## src/rtl/bcd_pkg.sv

```systemverilog
// Shared definitions for the binary/packed-BCD to display-BCD converter.
package bcd_pkg;

    // Converter sequencing states.
    typedef enum logic [1:0] {
        ST_IDLE = 2'd0,
        ST_CONV = 2'd1,
        ST_DONE = 2'd2
    } state_t;

    // Bits per BCD digit.
    localparam int DIGIT_W = 4;

    // Display code shown on overflow or malformed BCD input.
    localparam logic [11:0] FALLBACK_DEFAULT = 12'h035;

    // Digits at or above this value get +3 before the next left shift.
    localparam logic [3:0] ADD3_THRESH = 4'd5;

endpackage

```

## src/rtl/bcd_dabble_cell.sv

```systemverilog
// One double-dabble correction cell: adds 3 to a digit that is 5 or more so
// that the following left shift carries correctly into the next digit.
module bcd_dabble_cell
    import bcd_pkg::*;
(
    input  logic [DIGIT_W-1:0] digit,
    output logic [DIGIT_W-1:0] adjusted
);

    // Add-3 correction; wraps in 4 bits for out-of-range digits.
    always_comb begin
        if (digit >= ADD3_THRESH) begin
            adjusted = digit + 4'd3;
        end else begin
            adjusted = digit;
        end
    end

endmodule

```

## src/rtl/bin_to_bcd.sv

```systemverilog
// Sequential binary / packed-BCD to display-BCD converter with a
// start/ready/valid handshake. Binary input is converted one bit per clock
// (shift-and-add-3); packed-BCD input is validated in a single cycle.
module bin_to_bcd
    import bcd_pkg::*;
#(
    parameter int IN_W   = 8,
    parameter int DIGITS = 3,
    parameter logic [DIGIT_W*DIGITS-1:0] FALLBACK = (DIGIT_W*DIGITS)'(FALLBACK_DEFAULT)
) (
    input  logic                      clk,
    input  logic                      rst,
    input  logic                      start,
    input  logic                      mode,
    input  logic [IN_W-1:0]           din,
    output logic                      ready,
    output logic                      valid,
    output logic [DIGIT_W*DIGITS-1:0] bcd,
    output logic                      err
);

    localparam int RES_W = DIGIT_W * DIGITS;
    localparam int NIB_N = (IN_W + DIGIT_W - 1) / DIGIT_W;
    localparam int PAD_W = DIGIT_W * NIB_N;
    localparam int CNT_W = $clog2(IN_W + 1);

    state_t             state_r, state_next;
    logic [CNT_W-1:0]   cnt_r, cnt_next;
    logic [RES_W-1:0]   work_r, work_next;
    logic               ovf_r, ovf_next;
    logic [IN_W-1:0]    din_r, din_next;
    logic               mode_r, mode_next;
    logic [RES_W-1:0]   bcd_r, bcd_next;
    logic               err_r, err_next;
    logic               valid_r, valid_next;
    logic               ready_r, ready_next;

    logic [RES_W-1:0]   dab_s;
    logic [PAD_W-1:0]   din_pad_s;
    logic [RES_W-1:0]   bcd_res_s;
    logic               invalid_s;

    assign ready = ready_r;
    assign valid = valid_r;
    assign bcd   = bcd_r;
    assign err   = err_r;

    for (genvar g = 0; g < DIGITS; g++) begin : g_dabble
        bcd_dabble_cell u_cell (
            .digit    (work_r[DIGIT_W*g +: DIGIT_W]),
            .adjusted (dab_s[DIGIT_W*g +: DIGIT_W])
        );
    end

    // Packed-BCD check: every nibble must be a decimal digit, and nibbles
    // beyond the display width must be zero.
    always_comb begin
        din_pad_s = PAD_W'(din_r);
        bcd_res_s = RES_W'(din_pad_s);
        invalid_s = 1'b0;
        for (int i = 0; i < NIB_N; i++) begin
            if (din_pad_s[DIGIT_W*i +: DIGIT_W] > 4'd9) begin
                invalid_s = 1'b1;
            end else if ((i >= DIGITS) && (din_pad_s[DIGIT_W*i +: DIGIT_W] != 4'd0)) begin
                invalid_s = 1'b1;
            end else begin
                invalid_s = invalid_s;
            end
        end
    end

    // Next-state and datapath update for the IDLE/CONV/DONE sequencer.
    always_comb begin
        state_next = state_r;
        cnt_next   = cnt_r;
        work_next  = work_r;
        ovf_next   = ovf_r;
        din_next   = din_r;
        mode_next  = mode_r;
        bcd_next   = bcd_r;
        err_next   = err_r;
        valid_next = 1'b0;
        ready_next = 1'b0;
        case (state_r)
            ST_IDLE: begin
                if (start && ready_r) begin
                    din_next   = din;
                    mode_next  = mode;
                    work_next  = '0;
                    ovf_next   = 1'b0;
                    cnt_next   = mode ? CNT_W'(1) : CNT_W'(IN_W);
                    state_next = ST_CONV;
                    ready_next = 1'b0;
                end else begin
                    // Also the cycle after valid: ready returns one cycle late.
                    ready_next = 1'b1;
                end
            end
            ST_CONV: begin
                cnt_next = cnt_r - CNT_W'(1);
                if (mode_r) begin
                    work_next = bcd_res_s;
                    ovf_next  = invalid_s;
                end else begin
                    // A 1 leaving the top digit means the value reached 10^DIGITS.
                    work_next = {dab_s[RES_W-2:0], din_r[IN_W-1]};
                    ovf_next  = ovf_r | dab_s[RES_W-1];
                    din_next  = din_r << 1'b1;
                end
                if (cnt_r <= CNT_W'(1)) begin
                    state_next = ST_DONE;
                end else begin
                    state_next = ST_CONV;
                end
            end
            ST_DONE: begin
                bcd_next   = ovf_r ? FALLBACK : work_r;
                err_next   = ovf_r;
                valid_next = 1'b1;
                state_next = ST_IDLE;
            end
            default: begin
                state_next = ST_IDLE;
                ready_next = 1'b1;
            end
        endcase
    end

    // State, datapath and output registers with asynchronous reset.
    always_ff @(posedge clk or posedge rst) begin
        if (rst) begin
            state_r <= ST_IDLE;
            cnt_r   <= '0;
            work_r  <= '0;
            ovf_r   <= 1'b0;
            din_r   <= '0;
            mode_r  <= 1'b0;
            bcd_r   <= '0;
            err_r   <= 1'b0;
            valid_r <= 1'b0;
            ready_r <= 1'b1;
        end else begin
            state_r <= state_next;
            cnt_r   <= cnt_next;
            work_r  <= work_next;
            ovf_r   <= ovf_next;
            din_r   <= din_next;
            mode_r  <= mode_next;
            bcd_r   <= bcd_next;
            err_r   <= err_next;
            valid_r <= valid_next;
            ready_r <= ready_next;
        end
    end

endmodule

```

## config.mk

```make
export PLATFORM = sky130hd
export DESIGN_NAME = bin_to_bcd
export DESIGN_NICKNAME = d
export VERILOG_FILES = /design/src/rtl/bcd_pkg.sv /design/src/rtl/bcd_dabble_cell.sv /design/src/rtl/bin_to_bcd.sv
export SDC_FILE = /design/constraint.sdc
export NUM_CORES = 1
export LEC_CHECK = 0
export ABC_AREA = 1
export BUFFER_PORTS_ARGS = -buffer_cell sky130_fd_sc_hd__buf_2
export CAP_MARGIN = 20
export CELL_PAD_IN_SITES_DETAIL_PLACEMENT = 0
export CELL_PAD_IN_SITES_GLOBAL_PLACEMENT = 1
export CORE_UTILIZATION = 39
export CTS_CLUSTER_SIZE = 8
export DETAILED_ROUTE_END_ITERATION = 7
export PLACE_DENSITY = 0.81
export SLEW_MARGIN = 20
export SYNTH_ARGS = -nofsm -noshare
export SYNTH_HDL_FRONTEND = slang
export SYNTH_SLANG_ARGS = --single-unit
```

## constraint.sdc

```tcl
create_clock -name clk -period 1.4 [get_ports clk]
set_clock_uncertainty 0.15 [all_clocks]
set_input_delay 0.07 -clock clk [delete_from_list [all_inputs] [get_ports clk]]
set_output_delay 0.07 -clock clk [all_outputs]
set_load 0.005 [all_outputs]
```

# Word level (Yosys, flattened, before mapping)

Index checks and enable logic that the tools add are counted.

Flip-flop bits (word level): 43
Bits of input ports: 12
Output and inout bits: 15
Word-level logic and storage cells: 56

Add/sub/neg operators: 4
$lt $le $gt $ge: 6
Equality and inequality tests: 4
Mux-type cells: 24
Bitwise gates (word level): 1
Reduce and logical (&&, ||, !) cells: 7

Operator list:

| operator                                                                            | number |
|---|---|
| 12-bit two-way mux                                                                  | 3 |
| 12-bit case mux with 2 select lines                                                 | 1 |
| 4-bit two-way mux                                                                   | 5 |
| 8-bit two-way mux                                                                   | 2 |
| 8-bit case mux with 2 select lines                                                  | 1 |
| 4-bit by 2-bit adder with 4-bit output, second input constant                       | 3 |
| 4-bit by 3-bit greater-or-equal comparator with 1-bit output, second input constant | 3 |
| 4-bit > comparator, second input constant                                           | 2 |
| 4-bit case mux with 2 select lines                                                  | 1 |
| 1-bit two-way mux                                                                   | 6 |
| 4-bit by 1-bit <= comparator with 1-bit output, second input constant               | 1 |
| 2-bit two-way mux                                                                   | 2 |
| 2-bit inequality test, second input constant                                        | 2 |
| 1-bit case mux with 2 select lines                                                  | 2 |
| 2-bit case mux with 2 select lines                                                  | 1 |
| 2-bit AND reduction                                                                 | 2 |
| 4-bit by 1-bit subtractor with 4-bit output, second input constant                  | 1 |
| 3-bit AND reduction                                                                 | 1 |
| 2-bit by 1-bit equality test with 1-bit output, second input constant               | 1 |
| 2-bit equality test, second input constant                                          | 1 |
| 2-bit logical NOT                                                                   | 1 |
| 2-bit nonzero test                                                                  | 1 |
| 2-bit OR reduction                                                                  | 1 |
| 1-bit logical AND                                                                   | 1 |
| 1-bit bitwise OR                                                                    | 1 |

# Longest topological paths before layout

Gate-level depths: netlist of run 1.

Depth in word-level cells: 5
Mapped depth: 9

# Hierarchy

A second synthesis of run 1 with hierarchy kept.

Cell total of the unflattened synthesis: 289
Area, all modules: 2,354.8 sq um

By module, submodules not included:

| module          | times used | cells an instance | area each (sq um) | sequential area each (sq um) |
|---|---|---|---|---|
| bin_to_bcd      | 1          | 220               | 1,949.4           | 1,077.3 |
| bcd_dabble_cell | 3          | 23                | 135.1             | 0.0 |

# Worst setup path after synthesis of run 1

No wires, ideal clock.

Kind: reg2reg
Start point: register work_r[4]
End point: register work_r[6]
Library setup time: 0.116 ns
Data arrival time: 1.158 ns
Data required time: 1.134 ns
Setup slack: -0.025 ns
Stages on the path, launching flop included: 10
Path buffers: 0
Period minus slack after synthesis: 1.425 ns
Path through: dfrtp_1 -> inv_1 -> ha_1 -> inv_1 -> o21ai_0 -> nand2_1 -> nand2_1 -> nand3_1 -> nand2_1 -> nand2_1

Word-level cells in the longest chain between the ends: 4
Elaborated cells on any way between the ends: 5
Those cells by class: add/sub: 1; order compare: 1; mux: 3

Ends and longest elaborated chain:

| element                                                                                                                | line                                         | source |
|---|---|---|
| from (decl)                                                                                                            | bin_to_bcd.sv:29                             | `logic [RES_W-1:0] work_r, work_next;` |
| from (signal assigned)                                                                                                 | bin_to_bcd.sv:145                            | `work_r <= work_next;` |
| 4-bit by 2-bit adder with 4-bit output or 4-bit by 3-bit greater-or-equal comparator with 1-bit output (tied branches) | bcd_dabble_cell.sv:13, bcd_dabble_cell.sv:12 |  |
| 4-bit two-way mux *                                                                                                    | bcd_dabble_cell.sv:12                        | `if (digit >= ADD3_THRESH) begin` |
| 12-bit two-way mux *                                                                                                   | bin_to_bcd.sv:101                            | `if (mode_r) begin` |
| 12-bit case mux with 2 select lines *                                                                                  | bin_to_bcd.sv:84                             | `case (state_r)` |

Every way passes the cells marked *; elsewhere a longest branch is shown, timed or not.
A chain may end at the register's enable or synchronous reset.

# Worst setup path in the final report of run 1

Start point: register work_r[5]
End point: register work_r[6]

The elaborated chain is that of the path after synthesis.

==> results.ini, run 1 <==
[run_status]
outcome=finished with violations
failed_checks=setup timing

[worst_setup_path]
cp_slowest_cell=dfrtp_1
cp-start-kind=flip-flop
critPathKind=reg2reg
slowest_delay_ps=400
r2r_cells=9
required_ps=1450
worstPathArrival_ps=1500
cp.depth=9
critPathMaxFanout=4
critical_path.most_common_cell=nand2_1
end_kind=flip-flop
crit_buf_inv=2
cp-startpoint=work_r[5]
r2r-start=work_r[5]
r2r_end=work_r[6]
path_cells=inv_2, ha_4, inv_4, o21ai_4, nand2_2, nand2_1, nand3_1, nand2_1, nand2_1
r2r_setup_slack_ps=-50
crit_family=flip-flops

[floorplan]
ioPinCount=27
fp.dieW_um=76.07
dieArea_mm2=0.005786
core_area_mm2=0.005205
placementRows=26
die_h_um=76.07
start_util_pct=41.11

[cts]
cts_tree=built
cts_buffer_depth=2
clock_latency_ps=300
root_buffer=clkbuf_8
clkTransAtPathRegs_ps=80
cts_buffers=5
cts_sinks=43
htreeDepth=2

[final_layout]
fillCellCount=464
multi_input_area_mm2=0.001111
drive_gt1_share_pct=39.10
area_delta_synth_final_pct=44.56
antenna_cells_inserted=0
finish.net_count=354
regArea_mm2=0.001079
postLayoutCoreUtil_pct=59.42
design_area_mm2=0.003093

[timing]
fin_tns_setup_ps=-127.4
fin_ws_ps=-49.74
finalHoldViolCount=0
slew_headroom_pct=75.23
period_share_pct=103.6
fin_crit_ps=1450
report.final.slew_viol_count=0
setup_viol_count_final=7
max_freq_ghz=0.6898
worst_pin_slew_ps=371.1
rsz0062_at_grt=true

[logic_synthesis]
syn-num-nets=272
yosysSeqAreaShare_pct=50.35
yosys_warnings=0
synth_seq_cells=43
syn_area_per_cell_um2=8.490
synthCells=252
netlist_area_mm2=0.002140
ys_types=30

[routing]
wl_mm=5.139
routedWlPerCell_um=12.69
drt-initial-drc-count=98
ant_nets=0
first_pass_iters=4
vias=1960
drt-vias-per-instance=4.840
drc=0

[place]
gp_congestion=0.7825
io_buffers=26
detailed_place_hpwl_mm=3.430
placed_area_mm2=0.002600

[global_route]
overflow=0
grt_max_degree=37
track_usage_pct=18.43
antenna_found_initial=0
grt_pass1_wl_mm=8.487
grt_pass1_vias=1904

[job]
timing.max_cap.violations=0

[pwr]
leakagePower_nw=1.507
ir_worst_vdd_uv=939.7
p_per_area_mw_per_mm2=2344

[hold_path]
hold_class=in2async

-- tightest hold or removal path, cell delays in order --
cell and delay, ps:
dlygate4sd3_1 530, buf_2 120, inv_1 280
-- state kept, by name, indices dropped and copies added, names as in the netlist --
signal,cells
bcd,12
ovf_r,1
state_r,2
err,1
mode_r,1
din_pad_s,8
valid,1
ready,1
cnt_r,4
work_r,12
-- power by group --
group | switching (W) | internal (W)
clock | 0.000424 | 0.000341
sequential | 0.000428 | 0.00179
combinational | 0.00231 | 0.00195
total | 0.00317 | 0.00408
-- worst max-delay path by stage --
stage	endpoint	slack (ps)
6_report	work_r[6]	-50
5_1_grt	work_r[6]	-140
4_1_cts	work_r[6]	-30
3_5_place_dp	ovf_r	-100
3_3_place_gp	ovf_r	-100
2_1_floorplan	ovf_r	30
-- per-layer routing --
layer  vias up  global-route usage (%)  share of wire (%)
met4         0                   7.308                2.4
met1       902                   22.94                 48
met2        42                   31.45                 47
met5         -                       0                  0
li1       1004                       -                  -
met3        12                   3.593                2.9
-- final cells by class --
| class | count | share of cell area (%) |
|---|---|---|
| Clock inverter | 3 | 0.4854 |
| Sequential cell | 43 | 34.87 |
| Inverter | 34 | 4.733 |
| Clock buffer | 5 | 2.225 |
| Tap cell | 70 | 2.832 |
| Multi-Input combinational cell | 173 | 35.92 |
| Timing Repair Buffer | 77 | 18.93 |
-- Yosys cell counts, drive strengths merged --
master | number | area (um^2)
o221ai | 2 | 17.52
nor4 | 1 | 6.260
o211ai | 1 | 7.510
nand2 | 60 | 250.2
inv | 33 | 128.9
nor2 | 21 | 97.60
a31oi | 6 | 37.54
o21ai | 36 | 180.2
xnor2 | 1 | 8.760
buf | 3 | 27.52
a22oi | 1 | 7.510
o22ai | 4 | 25.02
nand3 | 16 | 85.08
dfrtp | 42 | 1051
nor3 | 1 | 5.000
a21oi | 11 | 55.05
dfstp | 1 | 26.28
nand4 | 3 | 18.77
ha | 8 | 100.1
clkinv | 1 | 3.750
-- cell usage in the layout, fill, tap and decap left out, types with 4 or more instances in the layout --
| master | instances |
|---|---|
| nand2_4 | 5 |
| buf_4 | 35 |
| inv_1 | 21 |
| o21ai_0 | 18 |
| nand3_2 | 7 |
| o21ai_1 | 13 |
| a31oi_1 | 6 |
| nand2_1 | 47 |
| nand3_1 | 7 |
| nand2_2 | 8 |
| inv_2 | 9 |
| ha_1 | 4 |
| nor2_1 | 15 |
| a21oi_1 | 7 |
| buf_2 | 26 |
| o21ai_2 | 4 |
| clkinv_2 | 4 |
| dfrtp_1 | 41 |
| o22ai_1 | 4 |
| a21oi_2 | 4 |
| dlygate4sd3_1 | 11 |
| clkbuf_8 | 5 |
-- through the flow --
step / total power, W / setup slack, ps / hold slack [ps] / instances
final: 0.007251 / -49.74 / 135.4 / 405
after global routing: 0.007891 / -135.6 / 151.0 / 405
after CTS: 0.006627 / -27.70 / 140.3 / 398
after detailed placement: 0.005628 / -102.7 / -88.54 / 376
after global placement: 0.005556 / -98.07 / -98.17 / 376
after floorplan: 0.004282 / 29.75 / 53.10 / 252
-- cells by family (layout without fill, tap and decap cells) --
kind of cell    Yosys count  count (layout)  synth area share [%]
compound gates           61              61                 15.44
buf+inv                  37             119                 7.485
flops                    43              43                 50.35
fa+ha+maj                 8               8                 4.679
simple gates            102             103                 21.64
xor+xnor                  1               1                0.4094
-- timing repair --
| item | 4_1_cts | 5_1_grt |
|---|---|---|
| endpoints found under the hold margin | 55 | 0 |
| cloned | 0 | 1 |
| setup buffers | 3 | 6 |
| resized for setup | 20 | 59 |
| pin swaps | 1 | 22 |
| setup endpoints to repair | 22 | 37 |
| hold buffers | 11 | 0 |
Note: power is estimated with default switching activity, not from simulation.
==> run 2: changes to the inputs <==
Settings changed: ABC_CLOCK_PERIOD_IN_PS from default to 1400, CELL_PAD_IN_SITES_DETAIL_PLACEMENT 0 to default, CELL_PAD_IN_SITES_GLOBAL_PLACEMENT 1 to default, CORE_UTILIZATION 39 to 40, PLACE_DENSITY 0.81 to 0.61.
==> run 2 against run 1 <==
- the flow still finishes with violations (setup timing)
- final cell count fell by 0.25%
- flip-flop and latch count did not move
- largest power group unchanged
- via count up 3.3%
- critical path depth is 2 lower
- hold slack better by 73 ps
- routed wire length increased by 8.9%
- sequential power hardly changed
- combinational power rose by 8.4%
- sequential share of layout area fell by 0.95 points
==> results.ini, run 2 (synthesis gave the netlist of run 1 again) <==
[timing]
max_freq_ghz=0.6939  ; +0.60%
period_share_pct=102.9  ; -0.62 points
rsz0062_at_grt=true
finalHoldWorstSlack_ps=208.5  ; +73.07 ps
report.final.slew_viol_count=0  ; unchanged
worst_pin_slew_ps=317.7  ; -53.46 ps
finalHoldViolCount=0  ; unchanged
slew_headroom_pct=78.82  ; +3.6 points
fin_crit_ps=1441  ; -8.653 ps
setup_viol_count_final=3  ; -4
fin_ws_ps=-41.09  ; +8.653 ps

[global_route]
grt_max_degree=26  ; -30%
track_usage_pct=19.60  ; +1.2 points
overflow=0  ; unchanged
grt_pass1_vias=1822  ; -4.3%
antenna_found_initial=0  ; unchanged
grt_pass1_wl_mm=8.245  ; -2.9%

[place]
gp_congestion=0.7886  ; +0.78%
io_buffers=26  ; unchanged
detailed_place_hpwl_mm=3.552  ; +3.6%
placed_area_mm2=0.002572  ; -1.1%

[routing]
vias=2024  ; +3.3%
first_pass_iters=4  ; unchanged
drt-initial-drc-count=136  ; +39%
routedWlPerCell_um=13.85  ; +9.1%
drt-vias-per-instance=5.010  ; +3.5%
wl_mm=5.594  ; +8.9%
drc=0  ; unchanged
ant_nets=0  ; unchanged

[final_layout]
multi_input_area_mm2=0.001167  ; +5.1%
layout_common_cells=nand2_1 (44), dfrtp_1 (40), buf_4 (34)
fillCellCount=448  ; -3.4%
regArea_mm2=0.001080  ; +0.12%
postLayoutCoreUtil_pct=61.93  ; +2.5 points
finish.net_count=353  ; -0.28%
antenna_cells_inserted=0  ; unchanged
design_area_mm2=0.003183  ; +2.9%
layout_commonest_cell=nand2_1
area_delta_synth_final_pct=48.77
drive_gt1_share_pct=41.02  ; +1.9 points

[worst_setup_path]
cp-start-kind=flip-flop
worstPathArrival_ps=1480  ; -20 ps
cp_slowest_cell=dfrtp_1
critPathKind=reg2reg
required_ps=1440  ; about the same
r2r_cells=7  ; -2
path_cells=inv_2, ha_4, inv_4, o21ai_4, nand2_2, nor2_1, o21ai_1
crit_family=flip-flops
r2r_end=work_r[5]
r2r-start=work_r[4]
slowest_delay_ps=420  ; +20 ps
end_kind=flip-flop
critPathMaxFanout=3  ; -1
crit_buf_inv=2  ; unchanged
r2r_setup_slack_ps=-40  ; about the same

[cts]
root_buffer=clkbuf_8
cts_buffers=5  ; unchanged
cts_buffer_depth=2  ; unchanged
htreeDepth=2  ; unchanged
clkTransAtPathRegs_ps=90  ; about the same
cts_sinks=43  ; unchanged
cts_tree=built
clock_latency_ps=310  ; about the same

[run_status]
outcome=finished with violations
failed_checks=setup timing

[pwr]
p_per_area_mw_per_mm2=2523  ; +7.6%
leakagePower_nw=1.508  ; about the same
p_total_w=0.008032  ; +11%
ir_worst_vdd_uv=992.1  ; +5.6%

[floorplan]
start_util_pct=41.63  ; +0.52 points
placementRows=26  ; unchanged
core_area_mm2=0.005140  ; -1.2%
fp.dieW_um=75.14  ; -1.2%
die_h_um=75.14  ; -1.2%
dieArea_mm2=0.005645  ; -2.4%
ioPinCount=27  ; unchanged

[job]
timing.max_cap.violations=0  ; unchanged

[hold_path]
hold_class=in2async

run 2: timing repair:
| action | CTS | global route |
|---|---|---|
| buffers inserted | 5 | 6 |
| hold buffers | 11 | 0 |
| pin swaps | 4 | 10 |
| hold endpoints to repair | 55 | 0 |
| gates resized for setup | 24 | 72 |
| gates cloned | 0 | 1 |
| endpoints found under the setup margin | 21 | 33 |
run 2: power by group:
| group | internal [W] | switching, W |
|---|---|---|
| Combinational | 0.00207 | 0.00256 |
| Sequential | 0.00179 | 0.000447 |
| Clock | 0.000713 | 0.000446 |
| Total | 0.00458 | 0.00345 |
run 2: how the worst max path moves through the flow:
| stage | slack, ps | depth (start not counted) | endpoint | startpoint |
|---|---|---|---|---|
| after floorplan | 30 | 9 | ovf_r | work_r[8] |
| after global placement | -40 | 9 | work_r[6] | work_r[5] |
| after CTS | -50 | 6 | work_r[5] | ready |
| after detailed placement | -100 | 9 | ovf_r | work_r[9] |
| after global routing | -120 | 7 | work_r[5] | work_r[4] |
| final | -40 | 7 | work_r[5] | work_r[4] |
run 2: area by class of cell:
cell class | instances | area share (%)
Clock buffer | 6 | 2.280
Clock inverter | 2 | 1.887
Tap cell | 70 | 2.752
Multi-Input combinational cell | 173 | 36.67
Sequential cell | 43 | 33.92
Inverter | 34 | 4.599
Timing Repair Buffer | 76 | 17.89
run 2: routing by layer:
| metal | vias up | wire length [um] | global-route usage (%) |
|---|---|---|---|
| li1 | 1002 | - | - |
| met1 | 967 | 2596 | 26.24 |
| met2 | 45 | 2715 | 32.33 |
| met3 | 10 | 186 | 2.811 |
| met4 | 0 | 95 | 7.407 |
| met5 | - | 0 | 0 |
run 2: stage by stage:
step	std cells	TNS [ps]	setup slack, ps
floorplan	252	0	29.75
CTS	398	-200.2	-51.06
finish	404	-61.35	-41.09
detailed placement	374	-619.2	-103.8
global placement	374	-112.0	-43.14
global route	404	-1237	-117.3
run 2: worst min-delay path: cells and delay by family:
kind                   cells  cell delay (ps)
buffers and inverters      4              980
